--- src/rtl/uart_seed_loader.sv ---
// 8N1 UART receiver that packs 64 bytes big-endian into SEED_WORDS words, then bursts them out one per cycle.
// seed_valid rises 2 cycles after the last stop-bit sample; there is no downstream back-pressure.
module uart_seed_loader #(
    parameter int CLOCK_FPGA   = 100000000,
    parameter int BAUD_RATE    = 115200,
    parameter int CLKS_PER_BIT = CLOCK_FPGA / BAUD_RATE,
    parameter int SEED_WORDS   = 16
) (
    input  logic        clk,
    input  logic        rst,
    input  logic        rx,
    output logic        seed_valid,
    output logic [31:0] seed,
    output logic        load_done,
    output logic        busy,
    output logic        frame_err
);

    localparam int CW = $clog2(CLKS_PER_BIT);
    localparam int WW = $clog2(SEED_WORDS);
    localparam logic [CW-1:0] HALF_M1 = CW'(CLKS_PER_BIT / 2 - 1);
    localparam logic [CW-1:0] FULL_M1 = CW'(CLKS_PER_BIT - 1);
    localparam logic [WW-1:0] LAST_W  = WW'(SEED_WORDS - 1);

    typedef enum logic [1:0] {RX_IDLE, RX_START, RX_DATA, RX_STOP} rx_state_t;
    typedef enum logic [1:0] {ST_COLLECT, ST_STREAM, ST_DONE} st_state_t;

    logic            rx_meta_q, rx_s_q;
    rx_state_t       rx_state_q, rx_state_d;
    logic [CW-1:0]   cnt_q, cnt_d;
    logic [2:0]      bit_q, bit_d;
    logic [7:0]      shift_q, shift_d;
    st_state_t       st_q, st_d;
    logic [1:0]      byte_idx_q, byte_idx_d;
    logic [WW-1:0]   word_idx_q, word_idx_d;
    logic [23:0]     hold_q, hold_d;
    logic            busy_q, busy_d;
    logic            seed_valid_q, seed_valid_d;
    logic [31:0]     seed_q, seed_d;
    logic            load_done_q, load_done_d;
    logic [31:0]     buffer_q [SEED_WORDS];

    logic            byte_valid, frame_err_c, start_entry, glitch, wr_en, seed_empty;

    always_comb begin
        rx_state_d  = rx_state_q;
        cnt_d       = cnt_q + CW'(1);
        bit_d       = bit_q;
        shift_d     = shift_q;
        byte_valid  = 1'b0;
        frame_err_c = 1'b0;
        start_entry = 1'b0;
        glitch      = 1'b0;
        case (rx_state_q)
            RX_IDLE: begin
                cnt_d = '0;
                if (!rx_s_q) begin
                    rx_state_d  = RX_START;
                    start_entry = 1'b1;
                end
            end
            RX_START: begin
                if (cnt_q == HALF_M1) begin
                    cnt_d = '0;
                    bit_d = '0;
                    if (rx_s_q) begin
                        rx_state_d = RX_IDLE;
                        glitch     = 1'b1;
                    end else begin
                        rx_state_d = RX_DATA;
                    end
                end
            end
            RX_DATA: begin
                if (cnt_q == FULL_M1) begin
                    cnt_d   = '0;
                    shift_d = {rx_s_q, shift_q[7:1]};
                    bit_d   = bit_q + 3'd1;
                    if (bit_q == 3'd7) rx_state_d = RX_STOP;
                end
            end
            RX_STOP: begin
                if (cnt_q == FULL_M1) begin
                    cnt_d      = '0;
                    rx_state_d = RX_IDLE;
                    if (rx_s_q) byte_valid  = 1'b1;
                    else        frame_err_c = 1'b1;
                end
            end
            default: rx_state_d = RX_IDLE;
        endcase
    end

    assign seed_empty = (byte_idx_q == 2'd0) && (word_idx_q == '0) && (st_q == ST_COLLECT);

    always_comb begin
        st_d         = st_q;
        byte_idx_d   = byte_idx_q;
        word_idx_d   = word_idx_q;
        hold_d       = hold_q;
        busy_d       = busy_q;
        wr_en        = 1'b0;
        case (st_q)
            ST_COLLECT: begin
                if (frame_err_c) begin
                    byte_idx_d = '0;
                    word_idx_d = '0;
                end else if (byte_valid) begin
                    byte_idx_d = byte_idx_q + 2'd1;
                    hold_d     = {hold_q[15:0], shift_q};
                    if (byte_idx_q == 2'd3) begin
                        wr_en      = 1'b1;
                        word_idx_d = word_idx_q + WW'(1);
                        if (word_idx_q == LAST_W) st_d = ST_STREAM;
                    end
                end
            end
            // word_idx doubles as the read pointer; it wraps back to 0 at the end.
            ST_STREAM: begin
                word_idx_d = word_idx_q + WW'(1);
                if (word_idx_q == LAST_W) st_d = ST_DONE;
            end
            ST_DONE: st_d = ST_COLLECT;
            default: st_d = ST_COLLECT;
        endcase

        if (start_entry && seed_empty) busy_d = 1'b1;
        if (glitch && seed_empty)      busy_d = 1'b0;
        if (frame_err_c)               busy_d = 1'b0;
        // A byte of the next seed may already be arriving when the burst ends.
        if (st_q == ST_DONE)           busy_d = (rx_state_q != RX_IDLE) || start_entry;

        seed_valid_d = (st_q == ST_STREAM);
        seed_d       = (st_q == ST_STREAM) ? buffer_q[word_idx_q] : seed_q;
        load_done_d  = (st_q == ST_DONE);
    end

    always_ff @(posedge clk) begin
        if (rst) begin
            rx_meta_q    <= 1'b1;
            rx_s_q       <= 1'b1;
            rx_state_q   <= RX_IDLE;
            cnt_q        <= '0;
            bit_q        <= '0;
            shift_q      <= '0;
            st_q         <= ST_COLLECT;
            byte_idx_q   <= '0;
            word_idx_q   <= '0;
            hold_q       <= '0;
            busy_q       <= 1'b0;
            seed_valid_q <= 1'b0;
            seed_q       <= '0;
            load_done_q  <= 1'b0;
        end else begin
            rx_meta_q    <= rx;
            rx_s_q       <= rx_meta_q;
            rx_state_q   <= rx_state_d;
            cnt_q        <= cnt_d;
            bit_q        <= bit_d;
            shift_q      <= shift_d;
            st_q         <= st_d;
            byte_idx_q   <= byte_idx_d;
            word_idx_q   <= word_idx_d;
            hold_q       <= hold_d;
            busy_q       <= busy_d;
            seed_valid_q <= seed_valid_d;
            seed_q       <= seed_d;
            load_done_q  <= load_done_d;
        end
    end

    always_ff @(posedge clk) begin
        if (wr_en) buffer_q[word_idx_q] <= {hold_q, shift_q};
    end

    assign seed_valid = seed_valid_q;
    assign seed       = seed_q;
    assign load_done  = load_done_q;
    assign busy       = busy_q;
    assign frame_err  = frame_err_c & ~rst;

endmodule
--- config.mk ---
export PLATFORM = sky130hd
export DESIGN_NAME = uart_seed_loader
export DESIGN_NICKNAME = d
export VERILOG_FILES = /design/src/rtl/uart_seed_loader.sv
export SDC_FILE = /design/constraint.sdc
export NUM_CORES = 1
export LEC_CHECK = 0
export BUFFER_PORTS_ARGS = -buffer_cell sky130_fd_sc_hd__clkbuf_2
export CAP_MARGIN = 20
export CORE_MARGIN = 8
export CORE_UTILIZATION = 62
export DETAILED_ROUTE_END_ITERATION = 10
export PLACE_DENSITY_LB_ADDON = 0.08
export SETUP_SLACK_MARGIN = 0.05
export SLEW_MARGIN = 10
export SYNTH_ARGS = -nofsm -noshare
export SYNTH_HDL_FRONTEND = slang
export SYNTH_SLANG_ARGS = --single-unit
--- constraint.sdc ---
create_clock -name clk -period 4.4 [get_ports clk]
set_input_delay 0.22 -clock clk [delete_from_list [all_inputs] [get_ports clk]]
set_output_delay 0.22 -clock clk [all_outputs]
set_load 0.02 [all_outputs]
==> summary.md, run 1 <==
| Metric | Value |
|---|---|
| Outcome | `completed` |
| Mapped cell area | `22900 um2` |
| Max H-tree Level | `2` |
| Max Cap Viol | `0` |
| GRT Total Usage | `0.237` |
| Share of layout cells above drive strength 1 | `0.211` |
| Pwr dens | `431 nW/um2` |
| Post-synth ARST share | `0` |
| Remaining antenna violation count after routing | `0` |
| CP Launch Type | `flip-flop` |
| P&R area growth vs syn | `13.2%` |
| DP Wirelength | `30800 um` |
| DIE WIDTH | `208 um` |
| Clk_lat worst skew | `600 ps` |
| Post-synth EDFFs | `512` |
| Pre-CTS setup slack | `815 ps` |
| CP required | `4700 ps` |
| Reg area | `17200 um2` |
| Filler cell count | `2269` |
| Largest net degree at the start of global routing | `63` |
| Seq/Total Area, Yosys | `0.753` |
| Crit end category | `flip-flop` |
| TritonRoute pass-1 iters | `5` |
| Cell row count | `70` |
| Worst rel slew slack | `0.419` |
| Yosys warns | `0` |
| Worst slew pin tran | `870 ps` |
| Critical path class | `flip-flop to flip-flop` |
| Tightest Hold Check Type | `primary input to flip-flop` |
| Die H | `208 um` |
| Worst Hold Launch | `rst` |
| Clk root buf | `clkbuf_16` |
| Die outline area | `43300 um2` |
| Reg2Reg Depth | `6` |
| GPL Wtd Cong | `0.817` |
| Routed vias/inst | `6.47` |
| Setup violators final | `0` |
| Global route overflow | `0` |
| Initial Utilization | `0.628` |
| Critical Path Fanout Max | `17` |
| Clock slew at reported path FFs | `60 ps` |
| Synth unique cells | `49` |
| Arr. time, crit path | `3940 ps` |
| DR WL/cell | `27.1 um` |
| VDD IR-drop max | `0.000362 V` |
| Core area | `36400 um2` |
| Reg2Reg Setup Slack | `750 ps` |
| Fin nets | `1373` |
| Worst hold path endpoint | `hold_q[4]$_SDFFE_PP0P_` |
| Syn avg cell area | `17.8 um2` |
| Routed via count | `12200` |
| Setup TNS | `0 ps` |
| Max-slew violations | `0` |
| Pleak | `8.07 nW` |
| Most common flop cell mapped by yosys | `edfxtp_1` |
| Port Buffers | `38` |
| DRC | `0` |
| 1st-iter DRT viols | `1093` |
| Setup bufs post-CTS | `0` |
| Cts bufs inserted | `58` |
| Final min period | `3650 ps` |
| Final Hold Viols | `0` |
| Post-Syn Instances | `1288` |
| Reg2Reg Capture Point | `buffer_q[14][21]$_DFFE_PP_` |
| Worst-case clock skew | `14.3 ps` |
| Post-route setup slack | `753 ps` |
| Hold buffer count at cts | `1` |
| CTS tree | `built` |
| Area of the multi-input gates | `5470 um2` |
| First-pass GRT wire length | `77100 um` |
| Initial antenna violation count | `2` |
| Reg2reg start | `st_q[1]$_SDFFE_PP0P_` |
| ANT cells | `0` |
| Top achievable clock speed | `274 MHz` |
| Period utilization | `0.829` |
| Hold Path Depth | `2` |
| Unrepaired setup endpoints after global routing | `no` |
| CTS Sinks | `604` |
| PostCTS Resize Cnt | `0` |
| Clk buf depth | `3` |
| #FFs+latches synth | `604` |
| Final wirelength | `50900 um` |
| Num ports | `39` |
| Syn_nets | `1301` |
| Vias in the first global route | `12400` |
[stage by stage]
stage | hold WS [ps] | area (um2) | instances | power (mW) | utilization
after floorplan | 324 | 22900 | 1288 | 6.26 | -
after global placement | 414 | 23900 | 1767 | 6.27 | 0.657
after detailed placement | 409 | 23900 | 1767 | 6.27 | 0.657
after CTS | 87.2 | 25900 | 1877 | 11.2 | 0.710
after global routing | 123 | 25900 | 1877 | 11.4 | 0.710
final | 118 | 25900 | 1877 | 11.1 | 0.710
[critical path, cell delays in order (launching register included)]
cell and delay [ps]:
dfxtp_1 370, or4b_1 530, or4_4 500, nor3_4 610
nand2_1 440, nor2_4 640, buf_12 240
[worst max path at each step]
stage / start / slack, ps / to
after CTS: st_q[1]$_SDFFE_PP0P_ / 770 / buffer_q[14][21]$_DFFE_PP_
final: st_q[1]$_SDFFE_PP0P_ / 750 / buffer_q[14][21]$_DFFE_PP_
after global routing: st_q[1]$_SDFFE_PP0P_ / 640 / buffer_q[14][21]$_DFFE_PP_
after floorplan: st_q[1]$_SDFFE_PP0P_ / 740 / buffer_q[0][0]$_DFFE_PP_
after global placement: st_q[1]$_SDFFE_PP0P_ / 850 / buffer_q[14][30]$_DFFE_PP_
after detailed placement: st_q[1]$_SDFFE_PP0P_ / 810 / buffer_q[14][21]$_DFFE_PP_
[sequential cells by signal, indices dropped and copies added (netlist names), 2 cells and up, named ones only]
| name | count |
|---|---|
| seed | 32 |
| shift_q | 8 |
| word_idx_q | 4 |
| st_q | 2 |
| bit_q | 3 |
| buffer_q | 512 |
| cnt_q | 10 |
| byte_idx_q | 2 |
| hold_q | 24 |
[cells by family after synthesis]
family,synth area share
buffers and inverters,0.0139
XOR/XNOR,0.00345
AND/OR/NAND/NOR,0.0508
adder cells (fa/ha/maj),0.00547
AO/OA/AOI/OAI,0.0489
flip-flops,0.753
multiplexers,0.125
[per-layer routing]
metal | wire, um | up-vias | global-route usage | part of all wire
met5 | 27 | - | 0 | 0.00053
met4 | 978 | 4 | 0.0624 | 0.019
met3 | 4130 | 70 | 0.0475 | 0.081
met2 | 24500 | 519 | 0.382 | 0.48
met1 | 21200 | 6287 | 0.330 | 0.42
li1 | - | 5271 | - | -
[where the power goes]
part | internal [mW] | total (mW) | switching (mW)
Sequential | 6.12 | 6.12 | 0.00274
Combinational | 0.00586 | 0.0272 | 0.0214
Clock | 2.94 | 5.00 | 2.06
Total | 9.06 | 11.1 | 2.08
[Yosys cell counts (15+ instances only)]
cell      count  area share
nor3_1       19      0.0042
o221ai_1     17      0.0065
buf_2        17      0.0037
mux4_2       81       0.080
a21oi_2      19      0.0073
nor2_1       87       0.014
a21oi_1      36      0.0079
a22oi_1      18      0.0059
a211oi_1     17      0.0056
edfxtp_1    512        0.67
o22ai_1      24      0.0066
clkbuf_1     37      0.0061
dfxtp_1      92       0.081
nor4_1       17      0.0046
mux2i_1     103       0.045
a22o_1       15      0.0057
nand2_1      76       0.012
[cell usage in the layout (no fill, tap or decap), types with 24 or more instances in the layout]
master,synthesis,routed
dfxtp_1,92,90
clkbuf_16,0,59
mux2i_1,103,103
nor2_1,87,69
nand2_1,76,76
edfxtp_1,512,512
o22ai_1,24,24
mux4_2,81,81
a21oi_1,36,36
clkbuf_2,0,37
buf_4,3,25
[final cells by class]
class | count | area share
Clock buffer | 83 | 0.0648
Clock inverter | 26 | 0.0104
Inverter | 9 | 0.00131
Timing Repair Buffer | 75 | 0.0241
Multi-Input combinational cell | 612 | 0.211
Tap cell | 468 | 0.0226
Sequential cell | 604 | 0.665
Note: power is estimated with default switching activity, not from simulation.
==> run 2: changes to the inputs <==
--- a/config.mk
+++ b/config.mk
@@ -8,7 +8,7 @@
 export BUFFER_PORTS_ARGS = -buffer_cell sky130_fd_sc_hd__clkbuf_2
 export CAP_MARGIN = 20
 export CORE_MARGIN = 8
-export CORE_UTILIZATION = 62
+export CORE_UTILIZATION = 56
 export DETAILED_ROUTE_END_ITERATION = 10
 export PLACE_DENSITY_LB_ADDON = 0.08
 export SETUP_SLACK_MARGIN = 0.05
==> constraint.sdc (replaced) <==
create_clock -name clk -period 3 [get_ports clk]
set_input_delay 0.15 -clock clk [delete_from_list [all_inputs] [get_ports clk]]
set_output_delay 0.15 -clock clk [all_outputs]
set_load 0.02 [all_outputs]
==> run 2 against run 1 <==
Net effect:
- largest cell class unchanged
- routed wire length fell by 1.4%
- non-clock buffer count rose by 24
- power increased by 49%
- worst hold slack worse by 34 ps
- flip-flop and latch count stayed put
==> summary.md, run 2 (synthesized netlist as in run 1, its figures left out) <==
| Metric | Value |
|---|---|
| Pleak | `8.27 nW (+2.5%)` |
| DIE WIDTH | `218 um (+4.8%)` |
| Final non-filler cell total | `1967 (+4.8%)` |
| Remaining antenna violation count after routing | `0 (unchanged)` |
| Final wirelength | `50200 um (-1.4%)` |
| Reg2reg start | `cnt_q[8]$_SDFF_PP0_` |
| Reg2Reg Capture Point | `buffer_q[13][11]$_DFFE_PP_` |
| Dpl cell area | `24300 um2 (+1.5%)` |
| Cts bufs inserted | `59 (+1.7%)` |
| GRT Total Usage | `0.213 (-0.0232)` |
| ANT cells | `0 (unchanged)` |
| Largest register by flop count | `buffer_q` |
| Pwr dens | `629 nW/um2 (+46%)` |
| Max Cap Viol | `0 (unchanged)` |
| Unrepaired setup endpoints after global routing | `no` |
| Max reg flops | `512 (unchanged)` |
| Die H | `218 um (+4.8%)` |
| Port Buffers | `38 (unchanged)` |
| Cell row count | `74 (+5.7%)` |
| VDD IR-drop max | `0.000457 V (+26%)` |
| Largest net degree at the start of global routing | `70 (+11%)` |
| Crit end category | `flip-flop` |
| TritonRoute pass-1 iters | `4 (-1)` |
| CTS tree | `built` |
| Critical Path Fanout Max | `32 (+15)` |
| Routed via count | `11900 (-2.5%)` |
| Highest-count cells in the layout ignoring fill and taps | `edfxtp_1, mux2i_1, dfxtp_1, mux4_2, nand2_1` |
| Period utilization | `0.922 (+0.0930)` |
| Fin nets | `1398 (+1.8%)` |
| Num ports | `39 (unchanged)` |
| Clk root buf | `clkbuf_16` |
| Worst-case clock skew | `16.3 ps (+1.96 ps)` |
| Final Util | `0.650 (-0.0602)` |
| CP Launch Type | `flip-flop` |
| Reg2Reg Setup Slack | `230 ps (-520 ps)` |
| P&R area growth vs syn | `15.3%` |
| Final min period | `2770 ps (-881 ps)` |
| Filler cell count | `2769 (+22%)` |
| GPL Wtd Cong | `0.798 (-2.4%)` |
| Initial antenna violation count | `0 (-2)` |
| DR WL/cell | `25.5 um (-5.9%)` |
| Worst rel slew slack | `0.363 (-0.0564)` |
| Commonest non-fill, non-tap cell in the layout | `edfxtp_1` |
| Max H-tree Level | `2 (unchanged)` |
| Final Hold Viols | `0 (unchanged)` |
| Arr. time, crit path | `3050 ps (-890 ps)` |
| Worst slew pin tran | `955 ps (+84.4 ps)` |
| Vias in the first global route | `12000 (-3.0%)` |
| Die outline area | `47600 um2 (+9.9%)` |
| Setup violators final | `0 (unchanged)` |
| Critical path class | `flip-flop to flip-flop` |
| 1st-iter DRT viols | `1022 (-6.5%)` |
| Max-slew violations | `0 (unchanged)` |
| First-pass GRT wire length | `75800 um (-1.7%)` |
| Hold Path Depth | `2 (unchanged)` |
| Clk buf depth | `3 (unchanged)` |
| Clk_lat worst skew | `600 ps (about the same)` |
| Worst Hold Launch | `rst` |
| DRC | `0 (unchanged)` |
| Top achievable clock speed | `362 MHz (+32%)` |
| Core area | `40600 um2 (+11%)` |
| CTS Sinks | `604 (unchanged)` |
| Initial Utilization | `0.564 (-0.0638)` |
| Worst hold path endpoint | `hold_q[9]$_SDFFE_PP0P_` |
| Placed insts | `1853 (+4.9%)` |
| Final Instance Area | `26400 um2 (+1.9%)` |
| CP required | `3280 ps (-1420 ps)` |
| Reg2Reg Depth | `7 (+1)` |
| Routed vias/inst | `6.02 (-6.9%)` |
| DP Wirelength | `30100 um (-2.3%)` |
| Outcome | `completed` |
| Clock slew at reported path FFs | `60 ps (about the same)` |
| Share of layout cells above drive strength 1 | `0.226 (+0.0143)` |
| Global route overflow | `0 (unchanged)` |
| Tightest Hold Check Type | `primary input to flip-flop` |
-- run 2: timing repair --
action                                 in CTS  in global routing
endpoints found under the hold margin       1                  0
pin swaps                                   0                  1
setup endpoints to repair                  28                279
buffers inserted                            0                  2
hold buffers                                1                  0
gates resized for setup                     1                  0
-- run 2: how the worst max path moves through the flow --
stage               slack, ps                    endpoint  cells past startpoint                 start
detailed placement         50   buffer_q[10][6]$_DFFE_PP_                      6   cnt_q[3]$_SDFF_PP0_
global placement           70  buffer_q[10][14]$_DFFE_PP_                      6   cnt_q[3]$_SDFF_PP0_
global route              180  buffer_q[13][19]$_DFFE_PP_                      7   cnt_q[8]$_SDFF_PP0_
floorplan                -150    buffer_q[0][0]$_DFFE_PP_                      6  st_q[1]$_SDFFE_PP0P_
CTS                        70  buffer_q[13][11]$_DFFE_PP_                      6   cnt_q[8]$_SDFF_PP0_
finish                    230  buffer_q[13][11]$_DFFE_PP_                      7   cnt_q[8]$_SDFF_PP0_
-- run 2: worst max-delay path, cell delays in order, from the launching register on --
cell and delay, ps:
dfxtp_1 400, or4b_1 450, or4_4 510, nor3_4 230, buf_12 160, nand2_1 220, nor2_4 200, buf_12 260
-- run 2: routing by layer --
layer / GRT usage / share of wire / vias up
li1: - / - / 5319
met5: 0 / 0 / -
met4: 0.0752 / 0.029 / 0
met1: 0.294 / 0.43 / 6074
met2: 0.342 / 0.48 / 376
met3: 0.0393 / 0.067 / 81
-- run 2: final cells by class --
type,count,area (um2),area share
clock buffers,84,1750,0.0665
clock inverters,27,284,0.0108
inverters,9,33.8,0.00128
multi-input cells,612,5480,0.208
flip-flops and latches,604,17200,0.653
well taps,532,666,0.0252
repair buffers,99,928,0.0352
-- run 2: where the power goes --
part,internal [mW],switching (mW)
combinational,0.00913,0.0319
sequential,8.97,0.00278
clock,4.57,3.01
-- run 2: per-stage QoR --
| stage | worst slack, ps | hold WS, ps | power, mW | setup TNS [ps] |
|---|---|---|---|---|
| detailed placement | 53.4 | 342 | 9.19 | 0 |
| global route | 176 | 90.8 | 17.0 | 0 |
| floorplan | -152 | 254 | 9.18 | -65320 |
| global placement | 67.5 | 344 | 9.19 | 0 |
| CTS | 69.3 | 70.1 | 16.7 | 0 |
| finish | 235 | 83.3 | 16.6 | 0 |
